==> src/rtl/regex_cpu_pipelined.sv <==
// Pipelined regex VM core: one thread PC per slot flows through
// fetch -> memory wait -> execute, and successor PCs leave through a small FIFO.
//
// Ports:
//   clk, reset                 clock; asynchronous active-high reset
//   current_character          character the executing thread is matched against
//   input_pc_valid/_ready/pc   thread PC from the scheduler (ready = fetch slot empty)
//   memory_valid/_ready/addr   instruction fetch request to the memory arbiter
//   memory_data                instruction word, valid one cycle after acceptance
//   output_pc_valid/_ready/pc  successor PC to the scheduler (FIFO head)
//   output_pc_is_directed_to_current  1 = run on current char, 0 = on next char
//   accepts                    one-cycle pulse when an accepting instruction executes
//   running                    any stage or the FIFO holds work
module regex_cpu_pipelined #(
  parameter int PC_WIDTH              = 8,
  parameter int CHARACTER_WIDTH       = 8,
  parameter int MEMORY_WIDTH          = 16,
  parameter int MEMORY_ADDR_WIDTH     = 11,
  parameter int FIFO_WIDTH_POWER_OF_2 = 2
) (
  input  logic                         clk,
  input  logic                         reset,
  input  logic [CHARACTER_WIDTH-1:0]   current_character,
  input  logic                         input_pc_valid,
  input  logic [PC_WIDTH-1:0]          input_pc,
  output logic                         input_pc_ready,
  input  logic                         memory_ready,
  output logic [MEMORY_ADDR_WIDTH-1:0] memory_addr,
  input  logic [MEMORY_WIDTH-1:0]      memory_data,
  output logic                         memory_valid,
  output logic                         output_pc_is_directed_to_current,
  output logic                         output_pc_valid,
  output logic [PC_WIDTH-1:0]          output_pc,
  input  logic                         output_pc_ready,
  output logic                         accepts,
  output logic                         running
);

  localparam int FIFO_DEPTH = 1 << FIFO_WIDTH_POWER_OF_2;
  localparam int PTR_W      = FIFO_WIDTH_POWER_OF_2 + 1;

  typedef enum logic [2:0] {
    OP_ACCEPT         = 3'd0,
    OP_SPLIT          = 3'd1,
    OP_MATCH          = 3'd2,
    OP_JMP            = 3'd3,
    OP_END            = 3'd4,
    OP_MATCH_ANY      = 3'd5,
    OP_ACCEPT_PARTIAL = 3'd6,
    OP_NOT_MATCH      = 3'd7
  } opcode_e;

  logic                       f_valid_r;
  logic [PC_WIDTH-1:0]        f_pc_r;
  logic                       m_valid_r;
  logic [PC_WIDTH-1:0]        m_pc_r;
  logic                       e_valid_r;
  logic [PC_WIDTH-1:0]        e_pc_r;
  logic [MEMORY_WIDTH-1:0]    e_instr_r;
  logic                       e_second_r;
  logic [PC_WIDTH:0]          fifo_mem_r [FIFO_DEPTH];
  logic [PTR_W-1:0]           wr_ptr_r;
  logic [PTR_W-1:0]           rd_ptr_r;
  logic                       accepts_r;

  opcode_e                    opcode_s;
  logic [CHARACTER_WIDTH-1:0] operand_s;
  logic [PC_WIDTH-1:0]        target_s;
  logic                       instr_unused_s;
  logic                       empty_s;
  logic                       full_s;
  logic                       pop_s;
  logic                       can_push_s;
  logic                       push_s;
  logic                       push_dir_s;
  logic [PC_WIDTH-1:0]        push_pc_s;
  logic                       e_done_s;
  logic                       accept_hit_s;
  logic                       f_issue_s;

  assign opcode_s       = opcode_e'(e_instr_r[MEMORY_WIDTH-1 -: 3]);
  assign operand_s      = e_instr_r[CHARACTER_WIDTH-1:0];
  assign target_s       = e_instr_r[PC_WIDTH-1:0];
  assign instr_unused_s = ^e_instr_r;

  assign empty_s    = (wr_ptr_r == rd_ptr_r);
  assign full_s     = ((wr_ptr_r - rd_ptr_r) == PTR_W'(FIFO_DEPTH));
  assign pop_s      = !empty_s && output_pc_ready;
  // A full FIFO still takes a push in the cycle its head is popped.
  assign can_push_s = !full_s || pop_s;

  // The fetch only goes out when M is free and E will be free by the time
  // the word arrives, so M never has to stall.
  assign f_issue_s = f_valid_r && !m_valid_r && (!e_valid_r || e_done_s);

  assign input_pc_ready = !f_valid_r;
  assign memory_valid   = f_issue_s;
  assign memory_addr    = MEMORY_ADDR_WIDTH'(f_pc_r);

  assign output_pc_valid = !empty_s;
  assign {output_pc_is_directed_to_current, output_pc} =
    fifo_mem_r[rd_ptr_r[FIFO_WIDTH_POWER_OF_2-1:0]];
  assign accepts = accepts_r;
  assign running = f_valid_r || m_valid_r || e_valid_r || !empty_s;

  // Execute-stage decode: what to push, and whether the thread leaves E.
  always_comb begin
    push_s       = 1'b0;
    push_dir_s   = 1'b0;
    push_pc_s    = e_pc_r + PC_WIDTH'(1);
    e_done_s     = 1'b0;
    accept_hit_s = 1'b0;
    if (e_valid_r) begin
      case (opcode_s)
        OP_MATCH: begin
          if (operand_s == current_character) begin
            push_s   = can_push_s;
            e_done_s = can_push_s;
          end else begin
            e_done_s = 1'b1;
          end
        end
        OP_NOT_MATCH: begin
          if (operand_s != current_character) begin
            push_s   = can_push_s;
            e_done_s = can_push_s;
          end else begin
            e_done_s = 1'b1;
          end
        end
        OP_MATCH_ANY: begin
          push_s   = can_push_s;
          e_done_s = can_push_s;
        end
        OP_JMP: begin
          push_s     = can_push_s;
          push_dir_s = 1'b1;
          push_pc_s  = target_s;
          e_done_s   = can_push_s;
        end
        // First push is pc+1, second push (E held) is the target.
        OP_SPLIT: begin
          push_s     = can_push_s;
          push_dir_s = 1'b1;
          if (e_second_r) begin
            push_pc_s = target_s;
          end else begin
            push_pc_s = e_pc_r + PC_WIDTH'(1);
          end
          e_done_s = can_push_s && e_second_r;
        end
        OP_ACCEPT: begin
          e_done_s     = 1'b1;
          accept_hit_s = (current_character == CHARACTER_WIDTH'(0));
        end
        OP_ACCEPT_PARTIAL: begin
          e_done_s     = 1'b1;
          accept_hit_s = 1'b1;
        end
        OP_END: begin
          e_done_s = 1'b1;
        end
        default: begin
          e_done_s = 1'b1;
        end
      endcase
    end else begin
      e_done_s = 1'b0;
    end
  end

  // Fetch stage: load a PC when empty, release it once memory takes the request.
  always_ff @(posedge clk or posedge reset) begin
    if (reset) begin
      f_valid_r <= 1'b0;
      f_pc_r    <= '0;
    end else if (input_pc_valid && input_pc_ready) begin
      f_valid_r <= 1'b1;
      f_pc_r    <= input_pc;
    end else if (f_issue_s && memory_ready) begin
      f_valid_r <= 1'b0;
    end
  end

  // Memory-wait stage: holds the PC for the cycle the instruction word is read.
  always_ff @(posedge clk or posedge reset) begin
    if (reset) begin
      m_valid_r <= 1'b0;
      m_pc_r    <= '0;
    end else begin
      m_valid_r <= f_issue_s && memory_ready;
      if (f_issue_s && memory_ready) begin
        m_pc_r <= f_pc_r;
      end
    end
  end

  // Execute stage register: capture PC plus instruction word, retire when done.
  always_ff @(posedge clk or posedge reset) begin
    if (reset) begin
      e_valid_r  <= 1'b0;
      e_pc_r     <= '0;
      e_instr_r  <= '0;
      e_second_r <= 1'b0;
    end else if (m_valid_r) begin
      e_valid_r  <= 1'b1;
      e_pc_r     <= m_pc_r;
      e_instr_r  <= memory_data;
      e_second_r <= 1'b0;
    end else if (e_done_s) begin
      e_valid_r  <= 1'b0;
      e_second_r <= 1'b0;
    end else if (push_s) begin
      e_second_r <= 1'b1;
    end
  end

  // Output FIFO storage and pointers; extra pointer bit separates full from empty.
  always_ff @(posedge clk or posedge reset) begin
    if (reset) begin
      wr_ptr_r <= '0;
      rd_ptr_r <= '0;
      for (int i = 0; i < FIFO_DEPTH; i++) begin
        fifo_mem_r[i] <= '0;
      end
    end else begin
      if (push_s) begin
        fifo_mem_r[wr_ptr_r[FIFO_WIDTH_POWER_OF_2-1:0]] <= {push_dir_s, push_pc_s};
        wr_ptr_r <= wr_ptr_r + PTR_W'(1);
      end
      if (pop_s) begin
        rd_ptr_r <= rd_ptr_r + PTR_W'(1);
      end
    end
  end

  // Registered accept pulse.
  always_ff @(posedge clk or posedge reset) begin
    if (reset) begin
      accepts_r <= 1'b0;
    end else begin
      accepts_r <= accept_hit_s;
    end
  end

endmodule

==> config.mk <==
export PLATFORM = sky130hd
export DESIGN_NAME = regex_cpu_pipelined
export DESIGN_NICKNAME = d
export VERILOG_FILES = /design/src/rtl/regex_cpu_pipelined.sv
export SDC_FILE = /design/constraint.sdc
export NUM_CORES = 1
export LEC_CHECK = 0
export ABC_AREA = 1
export BUFFER_PORTS_ARGS = -buffer_cell sky130_fd_sc_hd__buf_2
export CAP_MARGIN = 20
export CORE_MARGIN = 5
export CORE_UTILIZATION = 45
export CTS_CLUSTER_SIZE = 40
export DETAILED_ROUTE_END_ITERATION = 8
export MAX_ROUTING_LAYER = met4
export PLACE_DENSITY = 0.66
export SLEW_MARGIN = 10
export SYNTH_ARGS = -nofsm -noshare
export SYNTH_HDL_FRONTEND = slang
export SYNTH_SLANG_ARGS = --single-unit
==> constraint.sdc <==
create_clock -name clk -period 8.02 [get_ports clk]
set_input_delay 2.406 -clock clk [delete_from_list [all_inputs] [get_ports clk]]
set_output_delay 2.406 -clock clk [all_outputs]
set_load 0.01 [all_outputs]
==> qor.yml, run 1 <==
outcome:
  status: "finished clean"
route:
  final_antenna_net_count: 0
  firstDrtPassIters: 4
  via_per_inst: 5.11
  wl_per_cell_um: 13.7
  drc: 0
  drt_iter0_drc: 171
  wl_um: 9520
  vias: 3541
floorplan:
  start_util_pct: 45.6
  die_w_um: 106
  core_area_um2: 9110
  die_h_um: 106
  io_pins: 62
  rows: 35
  die_area_um2: 11300
power_and_ir_drop:
  p_clk_share_pct: 17.7
  p_leak_nw: 2.51
  net-switching-power_uw: 809
  p_int_mw: 1.05
  power_mw: 1.86
  powerDensity_nw_per_um2: 395
  combPwrFrac_pct: 41.8
  p_sw_share_pct: 43.4
  ir_drop_mv: 0.180
  seqPwrFrac_pct: 40.5
clock_tree:
  post_cts_resized: 0
  cts_buffers: 9
  clock_latency_ps: 350
  cts_tree: "yes"
  ctsLongestPathBuffers: 2
  post-cts-setup-buffers: 0
  cts_sinks: 82
  root_buffer: "clkbuf_8"
  htreeDepth: 3
  clk_pin_slew_ps: 90
  holdBufCountCts: 0
synth:
  synthAdderAreaFrac_pct: 2.41
  synthCells: 527
  synth_compound_area_share_pct: 11.2
  seq_area_frac_synth_pct: 49.4
  synth_top_family_by_area: "simple AND/OR/NAND/NOR gates"
  synth_top_area_cell: "dfrtp_1"
  synth_area_leaders: "dfrtp_1, nand2_1, o21ai_0"
  syn-cell-area_um2: 4160
  synth-simple-area-share_pct: 26.4
  synth_top_area_share_pct: 49.4
  synth_warnings: 0
  synth-xor-area-share_pct: 1.48
  syn_avg_cell_area_um2: 7.89
  synth_cell_types: 35
  ys_ff_latch: 82
  synth_mux_area_share_pct: 2.17
cells_and_area:
  multi_input_area_um2: 1820
  fin_cells: 693
  diodes: 0
  layout_common_cells: "nand2_1, dfrtp_1, o21ai_0, buf_2, inv_1"
  n_fill_cell: 903
  nNetsFinal: 622
  regArea_um2: 2050
  drive_gt1_share_pct: 16.2
  final_common_cell: "nand2_1"
  syn2layout_area_growth_pct: 13.6
placement:
  port_buffers: 53
  placed_cells: 676
  post-dp-hpwl_um: 6740
  gp_congestion: 0.910
sta:
  relSlewSlack_pct: 39.0
  final-hold-violation-count: 0
  rsz0062_at_grt: "no"
  max_freq_mhz: 158
  worst_pin_slew_ps: 915
  slew_violations: 0
  setup_viol: 0
  finalCriticalPeriod_ps: 6320
  setup_tns_ps: 0
  clock-skew-final_ps: 7.88
  post-route-period-util_pct: 78.8
worst_setup_path:
  path_delay_family: "simple AND/OR/NAND/NOR gates"
  cp.required_ps: 5610
  crit_path_start_kind: "input port"
  cpMaxStageDelayCell: "nand4_1"
  worstSetupPathType: "in2out"
  critPathMaxFanout: 11
  cpPeakStageDelay_ps: 440
  worstPathCellList: "buf_2 -> inv_1 -> nand2_1 -> nand2_1 -> nor2_1 -> nand2_1 -> nor2_2 -> nand2_1 -> nand2_1 -> nand4_1 -> nand2_1 -> inv_1 -> buf_2"
  crit_buf_inv: 4
  cpMostUsedCell: "nand2_1"
  worst_setup_path_end_kind: "primary output"
  crit_arrival_ps: 3920
grt:
  grt_pass1_vias: 3430
  antenna_found_initial: 0
  track_usage_pct: 18.4
  grt_pass1_wl_um: 16200
  grt.overflow.total: 0
  grt_start_max_net_pins: 83
worst_hold_path:
  hold_class: "reg2reg"
run:
  maxCapViolations: 0
==> power by group through the flow <==
stage | Sequential [mW] | Combinational, mW | Clock [mW]
CTS | 0.752 | 0.786 | 0.336
global route | 0.781 | 0.903 | 0.354
finish | 0.754 | 0.778 | 0.330
global placement | 0.751 | 0.758 | 0
detailed placement | 0.760 | 0.781 | 0
floorplan | 0.703 | 0.595 | 0
==> stage by stage <==
stage / hold slack [ps] / instance area [um2] / setup WS (ps) / utilization, %
2_1_floorplan: 441 / 4160 / 2300 / -
3_3_place_gp: 456 / 4480 / 1760 / 49.1
3_5_place_dp: 460 / 4480 / 1740 / 49.1
4_1_cts: 481 / 4690 / 1740 / 51.5
5_1_grt: 504 / 4720 / 1480 / 51.8
6_report: 480 / 4720 / 1700 / 51.8
==> Yosys cell counts <==
cell type,number
nand2_1,198
dfrtp_1,82
o21ai_0,58
inv_1,47
nor2_1,35
nand4_1,11
nand3_1,10
clkbuf_1,9
o22ai_1,9
ha_1,8
mux2_2,8
a21oi_1,6
xor2_1,6
o21ai_1,5
nor2_2,4
buf_2,3
buf_4,3
inv_2,3
o21a_1,3
nand2_2,2
nor4_1,2
o21ai_2,2
a211oi_1,1
buf_1,1
buf_6,1
buf_8,1
conb_1,1
nand2_4,1
nand3_2,1
nor2_8,1
nor3_1,1
o211ai_1,1
o31ai_1,1
or2_2,1
xnor2_1,1
==> registers in the layout (all words and copies together), names as in the netlist <==
register    flops
e_instr_r      11
f_pc_r          8
m_pc_r          8
accepts         1
e_valid_r       1
e_pc_r          8
m_valid_r       1
e_second_r      1
fifo_mem_r     36
f_valid_r       1
rd_ptr_r        3
wr_ptr_r        3
==> cell families (layout without fill, tap and decap cells) <==
logic type	after synthesis	in the layout
AO/OA/AOI/OAI	86	86
other	1	3
buffers and inverters	68	121
AND/OR/NAND/NOR	267	267
flip-flops	82	82
XOR/XNOR	7	7
multiplexers	8	8
adder cells (fa/ha/maj)	8	8
==> path summary, 6_finish.rpt <==
path                                       from              to  slack [ps]  depth (start not counted)
hold / removal                        m_pc_r[5]       m_pc_r[5]         480                          2
setup reg to reg                    rd_ptr_r[1]   fifo_mem_r[4]        5040                         13
hold reg to reg                       m_pc_r[5]       m_pc_r[5]         480                          2
setup / recovery           current_character[4]    memory_valid        1700                         13
min in group asynchronous                 reset       m_pc_r[1]        2150                          3
max in group asynchronous                 reset  fifo_mem_r[17]        5290                          4
==> worst min-delay path: stages, from the launching register on <==
cell	delay [ps]
dfrtp_1	360
nand2_1	50
nand2_1	40
==> layout make-up <==
class,count,area share [%]
multi-input combinational,379,38.6
clock inverter,6,1.91
timing repair buffer,55,6.36
clock buffer,10,2.70
tap,111,2.94
inverter,50,4.00
sequential,82,43.5
==> layer usage <==
metal	share of wire, %	global-route usage, %
met5	0	-
met4	1.8	5.46
met3	5.6	4.68
met2	47	28.5
met1	46	23.9
No activity file was read; power rests on OpenSTA's default activity.
==> run 2, diff against run 1 <==
- clock period: 8.02 -> 6.2 ns (I/O delays scaled with it)
==> run 2 against run 1 <==
Core utilization decreased by 0.22 points. Critical path depth increased by 1. Hold slack got worse by 5.1 ps. First-iteration DRC count decreased by 18%. Clock power increased by 28%. Critical endpoint unchanged. Largest power group unchanged. Flip-flop and latch count unchanged.
==> qor.yml, run 2 (same netlist as run 1, synthesis figures left out) <==
grt:
  antenna_found_initial: 0
  grt_start_max_net_pins: 71
  grt.overflow.total: 0
  grt_pass1_wl_um: 16000
  track_usage_pct: 18.2
  grt_pass1_vias: 3314
cells_and_area:
  nNetsFinal: 622
  layout_common_cells: "nand2_1, dfrtp_1, o21ai_0, buf_2, inv_1"
  fin_cells: 693
  diodes: 0
  top_regs: "fifo_mem_r x36, e_instr_r x11"
  largest_reg_flops: 36
  n_fill_cell: 898
  drive_gt1_share_pct: 16.2
  regArea_um2: 2050
  syn2layout_area_growth_pct: 13.1
  final_common_cell: "nand2_1"
  top_register: "fifo_mem_r"
  multi_input_area_um2: 1820
floorplan:
  io_pins: 62
  rows: 35
  core_area_um2: 9110
  start_util_pct: 45.6
  die_h_um: 106
  die_area_um2: 11300
  die_w_um: 106
clock_tree:
  post_cts_resized: 0
  cts_tree: "yes"
  clk_pin_slew_ps: 80
  htreeDepth: 3
  cts_sinks: 82
  cts_buffers: 9
  clock_latency_ps: 350
  root_buffer: "clkbuf_8"
  ctsLongestPathBuffers: 2
  holdBufCountCts: 0
  post-cts-setup-buffers: 0
worst_setup_path:
  worst_setup_path_end_kind: "primary output"
  critPathMaxFanout: 11
  crit_path_start_kind: "input port"
  crit_arrival_ps: 3080
  cp.required_ps: 4340
  worstSetupPathType: "in2out"
  r2r_cells: 13
sta:
  setup_slack_ps: 1260
  slew_violations: 0
  clock-skew-final_ps: 11.1
  max_freq_mhz: 202
  worst_pin_slew_ps: 930
  hold_ws_ps: 475
  rsz0062_at_grt: "no"
  post-route-period-util_pct: 79.7
  finalCriticalPeriod_ps: 4940
  final-hold-violation-count: 0
  relSlewSlack_pct: 38.0
  setup_viol: 0
  setup_tns_ps: 0
route:
  vias: 3509
  final_antenna_net_count: 0
  wl_per_cell_um: 14.0
  wl_um: 9720
  firstDrtPassIters: 5
  drc: 0
  via_per_inst: 5.06
  drt_iter0_drc: 140
placement:
  gp_congestion: 0.887
  pre_cts_slack_ps: 1280
  placed_cells: 677
  post-dp-hpwl_um: 6860
  port_buffers: 53
outcome:
  status: "finished clean"
worst_hold_path:
  hold_class: "reg2reg"
  whs_path_depth: 2
power_and_ir_drop:
  powerDensity_nw_per_um2: 513
  p_leak_nw: 2.50
  ir_drop_mv: 0.237
run:
  maxCapViolations: 0
## run 2: cell counts in the layout (fill, tap and decap cells not counted)
Identical to the previous run, type by type.
## run 2: worst max-delay path: stages
cell and delay (ps):
buf_2 130, inv_1 80, nand2_1 50, nand2_1 60
nand3_1 60, nor2_1 100, nand3_1 100, nand2_1 70
nand2_1 60, nand4_1 70, buf_4 180, nand2_1 60
inv_1 60, buf_2 120
## run 2: worst paths after layout
kind,from,end,slack [ps]
max reg2reg,rd_ptr_r[1],fifo_mem_r[3],3200
max,current_character[1],memory_valid,1260
min reg2reg,m_pc_r[3],m_pc_r[3],480
max in group asynchronous,reset,rd_ptr_r[1],3660
min in group asynchronous,reset,m_pc_r[2],1400
min,m_pc_r[3],m_pc_r[3],480
## run 2: routing by layer
metal / global-route usage (%) / vias up / share of wire, %
li1: - / 1783 / -
met2: 28.1 / 98 / 48
met3: 3.34 / 12 / 5.5
met5: - / - / 0
met4: 6.01 / 0 / 1.5
met1: 24.2 / 1616 / 45
## run 2: power breakdown
group / total, mW / switching (mW) / leakage, nW / internal, mW
sequential: 0.976 / 0.206 / 1.04 / 0.770
combinational: 1.01 / 0.647 / 1.36 / 0.367
clock: 0.424 / 0.196 / 0.107 / 0.229
total: 2.41 / 1.05 / 2.50 / 1.37
## run 2: final cells by class
cell class / count / share of cell area (%)
Sequential cell: 82 / 43.7
Timing Repair Buffer: 55 / 5.96
Tap cell: 111 / 2.95
Inverter: 50 / 4.02
Clock inverter: 6 / 1.92
Clock buffer: 10 / 2.71
Multi-Input combinational cell: 379 / 38.8
## run 2: through the flow
stage               instance area (um2)  utilization [%]  total power [mW]
finish                             4700             51.6              2.41
global route                       4700             51.6              2.63
floorplan                          4160                -              1.68
CTS                                4700             51.6              2.43
detailed placement                 4480             49.2              2.00
global placement                   4480             49.2              1.96
==> run 3, diff against run 2 <==
- clock period: 6.2 -> 5 ns (I/O delays scaled with it)
==> run 3 against run 2 <==
Wire length shrank 0.69%. Global-route usage is 0.48 points higher. Combinational power grew 30%. Sequential share of layout area about the same. Critical path depth is 1 lower. Final cell count up 0.29%. Core utilization is essentially flat. Flip-flop and latch count unchanged. Clock skew hardly changed. Sequential power is 20% higher.
==> qor.yml, run 3 (same netlist as run 1, synthesis figures left out) <==
floorplan:
  io_pins: 62
  die_h_um: 106
  rows: 35
  die_area_um2: 11300
  core_area_um2: 9110
  die_w_um: 106
  start_util_pct: 45.6
route:
  wl_per_cell_um: 13.9
  vias: 3544
  wl_um: 9650
  drc: 0
  via_per_inst: 5.10
  drt_iter0_drc: 136
  final_antenna_net_count: 0
  firstDrtPassIters: 4
sta:
  slew_violations: 0
  final-hold-violation-count: 0
  worst_pin_slew_ps: 900
  finalCriticalPeriod_ps: 4200
  rsz0062_at_grt: "no"
  hold_ws_ps: 477
  max_freq_mhz: 238
  setup_viol: 0
  setup_tns_ps: 0
  post-route-period-util_pct: 84.0
  clock-skew-final_ps: 10.7
  relSlewSlack_pct: 40.0
clock_tree:
  cts_buffers: 9
  root_buffer: "clkbuf_8"
  cts_sinks: 82
  htreeDepth: 3
  ctsLongestPathBuffers: 2
  clock_latency_ps: 350
  cts_tree: "yes"
  post-cts-setup-buffers: 0
  clk_pin_slew_ps: 80
  holdBufCountCts: 0
  post_cts_resized: 0
grt:
  grt_pass1_vias: 3450
  antenna_found_initial: 0
  grt_start_max_net_pins: 53
  track_usage_pct: 18.6
  grt.overflow.total: 0
  grt_pass1_wl_um: 16300
cells_and_area:
  fin_util_pct: 51.6
  top_register: "fifo_mem_r"
  largest_reg_flops: 36
  syn2layout_area_growth_pct: 13.1
  post-route-cell-area_um2: 4700
  layout_common_cells: "nand2_1, dfrtp_1, o21ai_0, buf_2, inv_1"
  drive_gt1_share_pct: 16.4
  diodes: 0
  final_common_cell: "nand2_1"
  top_regs: "fifo_mem_r x36, e_instr_r x11"
  nNetsFinal: 624
worst_setup_path:
  r2r_end: "fifo_mem_r[6]"
  crit_path_start_kind: "flip-flop"
  critPathMaxFanout: 11
  crit_arrival_ps: 2700
  cp.required_ps: 3500
  regToRegStartpoint: "rd_ptr_r[1]"
  worstSetupPathType: "reg2out"
  regToRegSetupSlack_ps: 1920
  r2r_cells: 13
  worst_setup_path_end_kind: "primary output"
placement:
  port_buffers: 53
  gp_congestion: 0.882
  post-dp-hpwl_um: 6940
  place_area_um2: 4500
worst_hold_path:
  hold_end: "m_pc_r[4]"
  hold_class: "reg2reg"
  min_from: "m_pc_r[4]"
  whs_path_depth: 2
outcome:
  status: "finished clean"
power_and_ir_drop:
  p_leak_nw: 2.50
  powerDensity_nw_per_um2: 631
  ir_drop_mv: 0.273
run:
  maxCapViolations: 0
==> run 3: cell types whose count changed in the layout (fill, tap and decap cells not counted) <==
cell / previous run / this run
clkinv_2: 2 / 1
bufinv_16: 2 / 1
buf_4: 2 / 4
clkinvlp_4: 1 / 2
clkbuf_8: 9 / 10
==> run 3: where the power goes <==
| group | total (mW) | internal, mW | switching [mW] |
|---|---|---|---|
| Sequential | 1.17 | 0.956 | 0.213 |
| Clock | 0.489 | 0.247 | 0.242 |
| Combinational | 1.31 | 0.463 | 0.844 |
| Total | 2.97 | 1.67 | 1.30 |
==> run 3: worst max-delay path: stages, from the launching register on <==
cell	delay, ps
dfrtp_1	600
inv_1	300
ha_1	390
a21oi_1	200
nand2_1	80
nand2_1	80
nand2_2	60
inv_2	80
nand2_1	50
nand2_1	70
nand4_1	160
nand2_1	100
inv_1	40
buf_2	130
==> run 3: cell type report <==
cell class              count  area, um2
clock buffers              11        141
well taps                 111        139
repair buffers             57        295
flip-flops and latches     82       2050
fillers                   889       4410
multi-input cells         379       1820
inverters                  50        189
clock inverters             5       62.6
==> run 3: per-layer routing <==
layer,vias to the layer above,track usage (%),share of wire [%]
met2,98,29.2,47
li1,1782,-,-
met3,14,5.04,6.3
met5,-,-,0
met4,0,6.01,1.9
met1,1650,23.5,45
==> run 3: stage by stage <==
| stage | power (mW) | cells | setup slack (ps) |
|---|---|---|---|
| global placement | 2.44 | 679 | 861 |
| detailed placement | 2.50 | 679 | 853 |
| global route | 3.25 | 695 | 506 |
| floorplan | 2.08 | 529 | 1090 |
| CTS | 2.99 | 695 | 767 |
| finish | 2.97 | 695 | 799 |
==> run 3: worst max-delay path by stage <==
stage	start	to	slack, ps	depth (start not counted)
4_1_cts	rd_ptr_r[1]	memory_valid	770	13
5_1_grt	rd_ptr_r[1]	memory_valid	510	13
6_report	rd_ptr_r[1]	memory_valid	800	13
2_1_floorplan	current_character[7]	memory_valid	1090	13
3_3_place_gp	current_character[5]	memory_valid	860	13
3_5_place_dp	current_character[6]	memory_valid	850	13
